File: config.mk
export PLATFORM = sky130hd
export DESIGN_NAME = buscador_instruccion_flat
export DESIGN_NICKNAME = d
export VERILOG_FILES = /design/src/rtl/buscador_instruccion_pkg.sv /design/src/rtl/buscador_instruccion_if.sv /design/src/rtl/buscador_instruccion_sumador_pc.sv /design/src/rtl/buscador_instruccion.sv /design/src/flat_wrapper.sv
export SDC_FILE = /design/constraint.sdc
export NUM_CORES = 1
export LEC_CHECK = 0
export CORE_ASPECT_RATIO = 2
export CORE_MARGIN = 3
export CORE_UTILIZATION = 38
export CTS_CLUSTER_SIZE = 8
export DETAILED_ROUTE_END_ITERATION = 10
export GPL_TIMING_DRIVEN = 0
export HOLD_SLACK_MARGIN = 0.05
export PLACE_DENSITY = 0.73
export SLEW_MARGIN = 25
export SYNTH_ARGS = -nofsm -noshare
export SYNTH_HDL_FRONTEND = slang
export SYNTH_SLANG_ARGS = --single-unit
File: constraint.sdc
create_clock -name clk -period 2 [get_ports clk]
set_input_delay 0.4 -clock clk [delete_from_list [all_inputs] [get_ports clk]]
set_output_delay 0.4 -clock clk [all_outputs]
set_load 0.03 [all_outputs]
File: src/rtl/buscador_instruccion_pkg.sv
// Shared MIPS fetch definitions: fetch FSM states, next-PC selector and opcode constants.
package mips_pkg;

    typedef enum logic [2:0] {
        INACTIVO = 3'd0,
        BUSCA    = 3'd1,
        EMITE    = 3'd2,
        EVALUA   = 3'd3,
        ALTO     = 3'd4
    } estado_buscador_t;

    typedef enum logic [1:0] {
        SEL_SECUENCIAL = 2'd0,
        SEL_RAMA       = 2'd1,
        SEL_SALTO      = 2'd2
    } sel_pc_t;

    localparam logic [5:0] OP_BEQ              = 6'b000100;
    localparam logic [5:0] OP_BNE              = 6'b000101;
    localparam logic [5:0] OP_J                = 6'b000010;
    localparam logic [5:0] OP_ALTO_POR_DEFECTO = 6'b111111;

    function automatic logic [5:0] opcode_de(input logic [31:0] palabra);
        return palabra[31:26];
    endfunction

endpackage

File: src/rtl/buscador_instruccion_if.sv
// Instruction-memory request/ready bus between the fetch sequencer (master) and memory (slave).
interface buscador_instruccion_if;

    logic [31:0] mem_dir;
    logic        mem_lee;
    logic        mem_listo;
    logic [31:0] mem_dato;

    modport master (
        output mem_dir,
        output mem_lee,
        input  mem_listo,
        input  mem_dato
    );

    modport slave (
        input  mem_dir,
        input  mem_lee,
        output mem_listo,
        output mem_dato
    );

endinterface

File: src/rtl/buscador_instruccion_sumador_pc.sv
// Combinational next-PC: sequential (pc+4), PC-relative branch, or pseudo-direct jump.
module sumador_pc
    import mips_pkg::*;
(
    input  logic [31:0] pc_i,
    input  logic [31:0] instruccion_i,
    input  sel_pc_t     sel_i,
    output logic [31:0] pc_siguiente_o
);

    logic [31:0] pc_mas4_s;
    logic [31:0] desplazamiento_s;
    logic        unused_opcode_s;

    assign pc_mas4_s        = pc_i + 32'd4;
    assign desplazamiento_s = {{14{instruccion_i[15]}}, instruccion_i[15:0], 2'b00};
    assign unused_opcode_s  = ^instruccion_i[31:26];

    // Select the next program counter; everything wraps modulo 2^32.
    always_comb begin
        pc_siguiente_o = pc_mas4_s;
        case (sel_i)
            SEL_SECUENCIAL: pc_siguiente_o = pc_mas4_s;
            SEL_RAMA:       pc_siguiente_o = pc_mas4_s + desplazamiento_s;
            SEL_SALTO:      pc_siguiente_o = {pc_mas4_s[31:28], instruccion_i[25:0], 2'b00};
            default:        pc_siguiente_o = pc_mas4_s;
        endcase
    end

endmodule

File: src/rtl/buscador_instruccion.sv
// Instruction fetch sequencer: holds the PC, fetches over a request/ready bus, strobes each instruction.
// Branch/jump resolution (beq, bne, j) is built only when BUSCADOR_SALTOS_EN is defined.
module buscador_instruccion
    import mips_pkg::*;
#(
    parameter logic [31:0] PC_INICIAL = 32'h0000_0000,
    parameter logic [5:0]  OP_ALTO    = OP_ALTO_POR_DEFECTO
) (
    input  logic                          clk,
    input  logic                          reset,
    input  logic                          iniciar,
    buscador_instruccion_if.master        mem,
    output logic [31:0]                   instruccion,
    output logic                          inst_valida,
    input  logic                          zf,
    output logic [31:0]                   pc,
    output logic                          detenido
);

    estado_buscador_t estado_q;
    logic [31:0]      pc_q;
    logic [31:0]      pc_d;
    logic [31:0]      instruccion_q;
    logic             mem_lee_q;
    logic             inst_valida_q;
    logic             detenido_q;
    sel_pc_t          sel_s;
    logic             es_rama_s;

`ifdef BUSCADOR_SALTOS_EN
    logic [5:0] opcode_s;
    logic       rama_tomada_s;

    assign opcode_s      = opcode_de(instruccion_q);
    assign es_rama_s     = (opcode_s == OP_BEQ) || (opcode_s == OP_BNE);
    assign rama_tomada_s = ((opcode_s == OP_BEQ) && zf) || ((opcode_s == OP_BNE) && !zf);

    // Jumps resolve in EMITE; branches wait for the zero flag in EVALUA.
    always_comb begin
        sel_s = SEL_SECUENCIAL;
        if ((estado_q == EMITE) && (opcode_s == OP_J)) begin
            sel_s = SEL_SALTO;
        end else if ((estado_q == EVALUA) && rama_tomada_s) begin
            sel_s = SEL_RAMA;
        end else begin
            sel_s = SEL_SECUENCIAL;
        end
    end
`else
    logic unused_zf_s;

    assign es_rama_s   = 1'b0;
    assign unused_zf_s = zf;
    assign sel_s       = SEL_SECUENCIAL;
`endif

    sumador_pc u_sumador_pc (
        .pc_i           (pc_q),
        .instruccion_i  (instruccion_q),
        .sel_i          (sel_s),
        .pc_siguiente_o (pc_d)
    );

    // Fetch FSM with registered outputs; reset overrides everything.
    always_ff @(posedge clk) begin
        if (reset) begin
            estado_q      <= INACTIVO;
            pc_q          <= PC_INICIAL;
            instruccion_q <= 32'h0000_0000;
            mem_lee_q     <= 1'b0;
            inst_valida_q <= 1'b0;
            detenido_q    <= 1'b0;
        end else begin
            case (estado_q)
                INACTIVO: begin
                    if (iniciar) begin
                        estado_q  <= BUSCA;
                        mem_lee_q <= 1'b1;
                    end
                end
                BUSCA: begin
                    if (mem.mem_listo) begin
                        instruccion_q <= mem.mem_dato;
                        mem_lee_q     <= 1'b0;
                        if (opcode_de(mem.mem_dato) == OP_ALTO) begin
                            estado_q   <= ALTO;
                            detenido_q <= 1'b1;
                        end else begin
                            estado_q      <= EMITE;
                            inst_valida_q <= 1'b1;
                        end
                    end
                end
                EMITE: begin
                    inst_valida_q <= 1'b0;
                    if (es_rama_s) begin
                        estado_q <= EVALUA;
                    end else begin
                        pc_q      <= pc_d;
                        estado_q  <= BUSCA;
                        mem_lee_q <= 1'b1;
                    end
                end
                EVALUA: begin
                    pc_q      <= pc_d;
                    estado_q  <= BUSCA;
                    mem_lee_q <= 1'b1;
                end
                ALTO: begin
                    detenido_q <= 1'b1;
                end
                default: begin
                    estado_q      <= INACTIVO;
                    mem_lee_q     <= 1'b0;
                    inst_valida_q <= 1'b0;
                    detenido_q    <= 1'b0;
                end
            endcase
        end
    end

    assign mem.mem_dir = pc_q;
    assign mem.mem_lee = mem_lee_q;
    assign instruccion = instruccion_q;
    assign inst_valida = inst_valida_q;
    assign pc          = pc_q;
    assign detenido    = detenido_q;

endmodule
File: src/flat_wrapper.sv
// flat-port wrapper written by rule: the top's interface ports become plain ports
module buscador_instruccion_flat import mips_pkg::*;
#(
    parameter logic [31:0] PC_INICIAL = 32'h0000_0000,
    parameter logic [5:0]  OP_ALTO    = OP_ALTO_POR_DEFECTO
)
  (clk, reset, iniciar, instruccion, inst_valida, zf, pc, detenido, mem_mem_dir, mem_mem_lee, mem_mem_listo, mem_mem_dato);
  buscador_instruccion_if mem_i ();
  input  logic clk;
  input  logic reset;
  input  logic iniciar;
  output logic [31:0] instruccion;
  output logic inst_valida;
  input  logic zf;
  output logic [31:0] pc;
  output logic detenido;
  output wire logic [$bits(mem_i.mem_dir)-1:0] mem_mem_dir;
  output wire logic [$bits(mem_i.mem_lee)-1:0] mem_mem_lee;
  input wire logic [$bits(mem_i.mem_listo)-1:0] mem_mem_listo;
  input wire logic [$bits(mem_i.mem_dato)-1:0] mem_mem_dato;
  assign mem_mem_dir = mem_i.mem_dir;
  assign mem_mem_lee = mem_i.mem_lee;
  assign mem_i.mem_listo = mem_mem_listo;
  assign mem_i.mem_dato = mem_mem_dato;
  buscador_instruccion #(.PC_INICIAL(PC_INICIAL), .OP_ALTO(OP_ALTO)) u_core (.clk(clk), .reset(reset), .iniciar(iniciar), .mem(mem_i), .instruccion(instruccion), .inst_valida(inst_valida), .zf(zf), .pc(pc), .detenido(detenido));
endmodule
==> impl_metrics.json, run 1 <==
{
  "worstSetupEndpointType": "flop",
  "synth.area.top_cells": "dfxtp_1 (44%), nand2_1 (9.4%), buf_4 (8.3%)",
  "critical_path_required_ps": 2260,
  "internal_power_mw": 2.74,
  "cp_max_fo": 5,
  "clockPowerShare": 0.500,
  "finalSetupViolations": 0,
  "synthesis.instances": 384,
  "start_util": 0.399,
  "async_flop_share": 0,
  "finalSetupTns_ps": 0,
  "total_power_mw": 3.53,
  "min_path_type": "flop to flop",
  "detail_route.wl_per_cell_um": 15.0,
  "clk-insertion-delay-late_ps": 340,
  "ios": 136,
  "slew_headroom": 0.587,
  "synth_ff_type": "dfxtp_1",
  "grt_antenna_before_repair": 0,
  "synth-simple-area-share": 0.256,
  "grt_pass1_wl_um": 15000,
  "rows": 45,
  "sw_frac_of_total": 0.226,
  "switchingPower_mw": 0.798,
  "muxShareOfSynthArea": 0.0216,
  "syn_area_per_cell_um2": 8.01,
  "synth_top_family_by_area": "simple AND/OR/NAND/NOR gates",
  "grt_max_degree": 12,
  "register_area_um2": 1400,
  "seq_area_frac_synth": 0.443,
  "fin_nets": 572,
  "drt_wl_total_um": 9470,
  "drive_gt1_frac": 0.178,
  "die-area_um2": 9270,
  "die_w_um": 69.6,
  "cts_sinks": 68,
  "critPathMostFrequentCell": "buf_6",
  "pwr-share-comb": 0.100,
  "max_stage_delay_ps": 460,
  "synth-edff-count": 0,
  "max-vdd-ir-drop_mv": 0.603,
  "drtIter0Drc": 166,
  "grt_pass1_vias": 3136,
  "critPathLaunchType": "flop",
  "drv_slew": 0,
  "pwr-share-seq": 0.399,
  "leakagePower_nw": 1.97,
  "synth_xor_area_frac": 0.0313,
  "via_per_inst": 5.05,
  "overflow": 0,
  "final_hold_viol_count": 0,
  "p_per_area_nw_per_um2": 704,
  "ys_ff_latch": 68,
  "synth_top_area_share": 0.443,
  "final.fill_count": 657,
  "cts_buffers": 9,
  "synthAdderAreaFrac": 0.00407,
  "tightest_slew_ps": 619,
  "min_period_over_period": 0.986,
  "rsz0062_at_grt": "yes",
  "io_buffers": 129,
  "diodes": 0,
  "cts_max_level": 3,
  "vias": 3195,
  "core-area_um2": 7710,
  "crit_slowest_cell": "or4_1",
  "max_cap_viol_count": 0,
  "yosys.cell_types.count": 37,
  "worstSetupPathType": "flop to flop",
  "drc_errors": 0,
  "syn_area_um2": 3070,
  "layout_min_cycle_time_ps": 1970,
  "ys.warnings.count": 0,
  "cts_tree": "done",
  "ctsHoldBuffers": 0,
  "skew_ps": 7.06,
  "cp.arrival_ps": 2230,
  "post-route-util": 0.651,
  "fin_ws_ps": 28.5,
  "pre_cts_ws_ps": -231,
  "synth-compound-area-share": 0.124,
  "path_cells": "nand4b_1, buf_6, or3_4, buf_6, or4_1, a21oi_1",
  "clk_pin_slew_ps": 60,
  "ant_nets": 0,
  "first_pass_iters": 4,
  "gp_congestion": 0.780,
  "status": "finished clean",
  "area_growth_syn_to_layout_pct": 63.3,
  "multi_input_area_um2": 1430,
  "cts_max_path_buffers": 2,
  "die_h_um": 133,
  "fmax_mhz": 507,
  "ctsRootBufferMaster": "clkbuf_16",
  "dp_hpwl_um": 6950,
  "grt_use_total": 0.201,
  "synth_top_area_cell": "dfxtp_1"
}
## worst max-delay path: cells and delay by family (launching register included)
family / cells / cell delay [ps]
AND/OR/NAND/NOR: 3 / 1100
AO/OA/AOI/OAI: 1 / 140
buffers and inverters: 2 / 310
flip-flops: 1 / 340
## metrics by stage
stage	cell area, um^2	hold slack, ps	cells
after floorplan	3110	474	387
final	5020	454	633
after global routing	5020	468	633
after CTS	4910	454	627
after global placement	4520	442	610
after detailed placement	4520	447	610
## synthesized netlist by cell type, types with 8 or more instances
master	count
o21ai_0	8
a21oi_1	48
nand4_1	10
nand3_1	11
inv_1	9
nand2_1	77
clkbuf_1	16
buf_4	34
nor2_1	21
dfxtp_1	68
or3_1	10
## final cells by class
| type | count | share of cell area |
|---|---|---|
| flip-flops and latches | 68 | 0.278 |
| well taps | 94 | 0.0234 |
| multi-input cells | 256 | 0.284 |
| inverters | 9 | 0.00673 |
| clock buffers | 12 | 0.0531 |
| plain buffers | 54 | 0.0718 |
| clock inverters | 4 | 0.0140 |
| repair buffers | 136 | 0.269 |
## kinds of logic after synthesis
logic type	after synthesis
multiplexers	6
other	1
XOR/XNOR	11
buffers and inverters	63
flip-flops	68
AO/OA/AOI/OAI	69
adder cells (fa/ha/maj)	1
AND/OR/NAND/NOR	165
## power by group through the flow
stage	registers, mW	logic, mW	clock network [mW]
6_report	1.41	0.354	1.77
5_1_grt	1.42	0.382	1.84
4_1_cts	1.41	0.350	1.79
3_5_place_dp	1.44	0.348	0
3_3_place_gp	1.44	0.346	0
2_1_floorplan	1.50	0.114	0
## cells in the final DEF, fill, tap and decap left out, types with 4 or more instances in the layout
cell / instances
nor2_1: 20
and3_1: 4
clkbuf_2: 4
buf_4: 40
dfxtp_2: 13
nand3_1: 10
nand2_1: 77
clkbuf_16: 9
clkdlybuf4s50_1: 115
nor3_1: 7
or4_1: 7
xor2_1: 4
dlymetal6s2s_1: 7
dlygate4sd2_1: 7
conb_1: 4
xnor2_1: 7
a21oi_1: 48
o21ai_0: 8
mux2_2: 4
nor2b_1: 6
dfxtp_4: 5
nand4_1: 10
o31ai_1: 7
clkbuf_1: 11
dfxtp_1: 50
inv_1: 9
or3_1: 8
clkbuf_8: 4
## final timing paths
path	from	end	slack (ps)	depth (start not counted)
max	u_core.estado_q[2]	u_core.mem.mem_dir[23]	30	6
min	u_core.instruccion[8]	u_core.instruccion[8]	450	2
max reg2reg	u_core.estado_q[2]	u_core.mem.mem_dir[23]	30	6
min reg2reg	u_core.instruccion[8]	u_core.instruccion[8]	450	2
## state kept, by name (all words and copies together), names as in the netlist
register and count:
u_core.instruccion 32, u_core.mem.mem_lee 1, u_core.estado_q 3, u_core.detenido 1
u_core.mem.mem_dir 30, u_core.inst_valida 1
## layer usage
metal  global-route usage  vias up  wire length (um)
met5                    0        -                 0
met4               0.0663        0               158
met3               0.0770       14               722
met2                0.382      112              5300
met1                0.194     1494              3290
li1                     -     1575                 -
## repair_timing
item | in CTS | in global routing
buffers inserted | 1 | 5
gates cloned | 0 | 1
setup endpoints to repair | 14 | 45
resized for setup | 22 | 31
pin swaps | 0 | 6
Power figures use the tool's default switching activity.
==> inputs of run 2 (changes only) <==
- CORE_MARGIN: 3 -> default
==> impl_metrics.json, run 2 (synthesis gave the netlist of run 1 again) <==
{
  "rsz0062_at_grt": "no",
  "largest_reg_flops": 32,
  "grt-busiest-layer": "met2",
  "grt_max_degree": 13,
  "sw_frac_of_total": 0.238,
  "timing.rr.start": "u_core.mem.mem_dir[2]",
  "skew_ps": 4.89,
  "pwr-share-seq": 0.416,
  "detail_route.wl_per_cell_um": 14.5,
  "io_buffers": 129,
  "grtUsageMet1": 0.204,
  "cts_max_level": 3,
  "min_path_type": "flop to flop",
  "dp.cells": 612,
  "vias": 3246,
  "cp_max_fo": 6,
  "drt_wl_total_um": 9160,
  "multi_input_area_um2": 1430,
  "final_common_cell": "clkdlybuf4s50_1",
  "ios": 136,
  "layout.cells.non_filler": 633,
  "pre_cts_ws_ps": -197,
  "cp.arrival_ps": 1530,
  "first_pass_iters": 4,
  "ctsHoldBuffers": 0,
  "rows": 46,
  "endpoint": "pc[29]",
  "grt_pass1_wl_um": 14400,
  "r2r_cells": 6,
  "final.fill_count": 687,
  "via_per_inst": 5.13,
  "cts_buffers": 9,
  "final_hold_viol_count": 0,
  "clockPowerShare": 0.480,
  "grt_antenna_before_repair": 0,
  "pwr-share-comb": 0.103,
  "grt_use_total": 0.223,
  "core-area_um2": 7890,
  "fin_ws_ps": 68.4,
  "drc_errors": 0,
  "min_period_over_period": 0.966,
  "register_area_um2": 1400,
  "final_area_um2": 4980,
  "area_growth_syn_to_layout_pct": 61.9,
  "gp_congestion": 0.823,
  "die-area_um2": 8480,
  "clk-insertion-delay-late_ps": 330,
  "critical_path_required_ps": 1600,
  "diodes": 0,
  "max_cap_viol_count": 0,
  "die_w_um": 65.6,
  "crit_start": "u_core.mem.mem_dir[29]",
  "whs_ps": 454,
  "grt_pass1_vias": 3141,
  "internal_power_mw": 2.58,
  "dp_hpwl_um": 6730,
  "clk_pin_slew_ps": 60,
  "overflow": 0,
  "p_per_area_nw_per_um2": 680,
  "drv_slew": 0,
  "finalSetupViolations": 0,
  "reg2reg_slack_ps": 70,
  "fmax_mhz": 518,
  "start_util": 0.390,
  "ant_nets": 0,
  "status": "finished clean",
  "fin_nets": 570,
  "reg2reg_to": "u_core.mem.mem_dir[30]",
  "ctsRootBufferMaster": "clkbuf_16",
  "worstSetupPathType": "flop to output port",
  "dpl-instance-area_um2": 4520,
  "cts_sinks": 68,
  "drtIter0Drc": 122,
  "critPathLaunchType": "flop",
  "leakagePower_nw": 1.93,
  "tightest_slew_ps": 686,
  "drive_gt1_frac": 0.175,
  "worstSetupEndpointType": "output port",
  "cts_max_path_buffers": 2,
  "die_h_um": 129,
  "use_met2": 0.424,
  "gr-usage-met3": 0.0687,
  "layout_min_cycle_time_ps": 1930,
  "max-vdd-ir-drop_mv": 0.471,
  "final_cell_mix": "clkdlybuf4s50_1 (116), nand2_1 (77), dfxtp_1 (49)",
  "cts_tree": "done",
  "switchingPower_mw": 0.807,
  "slew_headroom": 0.538
}
[run 2: cell types whose count changed in the layout (fill, tap and decap cells not counted), moves of 2 or more]
cell,change
clkbuf_8,-4
clkbuf_2,-3
clkbuf_1,+2
dfxtp_2,+2
[run 2: worst min path at each step]
stage,cells past startpoint,end,start
floorplan,1,u_core.estado_q[2],u_core.estado_q[1]
global placement,2,u_core.instruccion[22],u_core.instruccion[22]
detailed placement,2,u_core.instruccion[24],u_core.instruccion[24]
CTS,2,u_core.instruccion[24],u_core.instruccion[24]
global route,2,u_core.instruccion[9],u_core.instruccion[9]
finish,2,u_core.instruccion[22],u_core.instruccion[22]
[run 2: critical path, cell delays in order (launching register included)]
cell and delay (ps):
dfxtp_1 410, buf_4 140, clkdlybuf4s50_1 660
[run 2: what timing repair did]
item | 4_1_cts | 5_1_grt
gates cloned | 0 | 1
resized for setup | 18 | 29
pin swaps | 0 | 5
buffers inserted | 0 | 5
setup endpoints to repair | 11 | 21
[run 2: metrics by stage]
step                power [mW]  setup TNS (ps)  utilization
CTS                       3.42               0        0.619
global route              3.50               0        0.631
floorplan                 1.62           -31.6            -
detailed placement        1.79           -5010        0.573
finish                    3.39               0        0.631
global placement          1.78           -3560        0.573
[run 2: layer usage]
layer | share of wire | up-vias
li1 | - | 1576
met3 | 0.060 | 23
met5 | 0 | -
met4 | 0.033 | 0
met1 | 0.34 | 1524
met2 | 0.56 | 123
[run 2: area by class of cell]
| type | instances | share of cell area |
|---|---|---|
| buffer | 53 | 0.0696 |
| tap | 96 | 0.0241 |
| multi-input combinational | 256 | 0.287 |
| clock buffer | 10 | 0.0503 |
| sequential | 68 | 0.280 |
| timing repair buffer | 135 | 0.270 |
| inverter | 9 | 0.00679 |
| clock inverter | 6 | 0.0123 |
[run 2: power groups by stage]
| stage | clock, mW | combinational, mW | sequential, mW |
|---|---|---|---|
| detailed placement | 0 | 0.347 | 1.44 |
| global route | 1.71 | 0.374 | 1.41 |
| global placement | 0 | 0.343 | 1.44 |
| CTS | 1.65 | 0.350 | 1.41 |
| floorplan | 0 | 0.114 | 1.50 |
| finish | 1.63 | 0.350 | 1.41 |
==> inputs of run 3 (changes only) <==
- CAP_MARGIN: default -> 40
==> results of run 3 <==
Same layout as run 2: the final DEF is identical, and so are final timing and power.
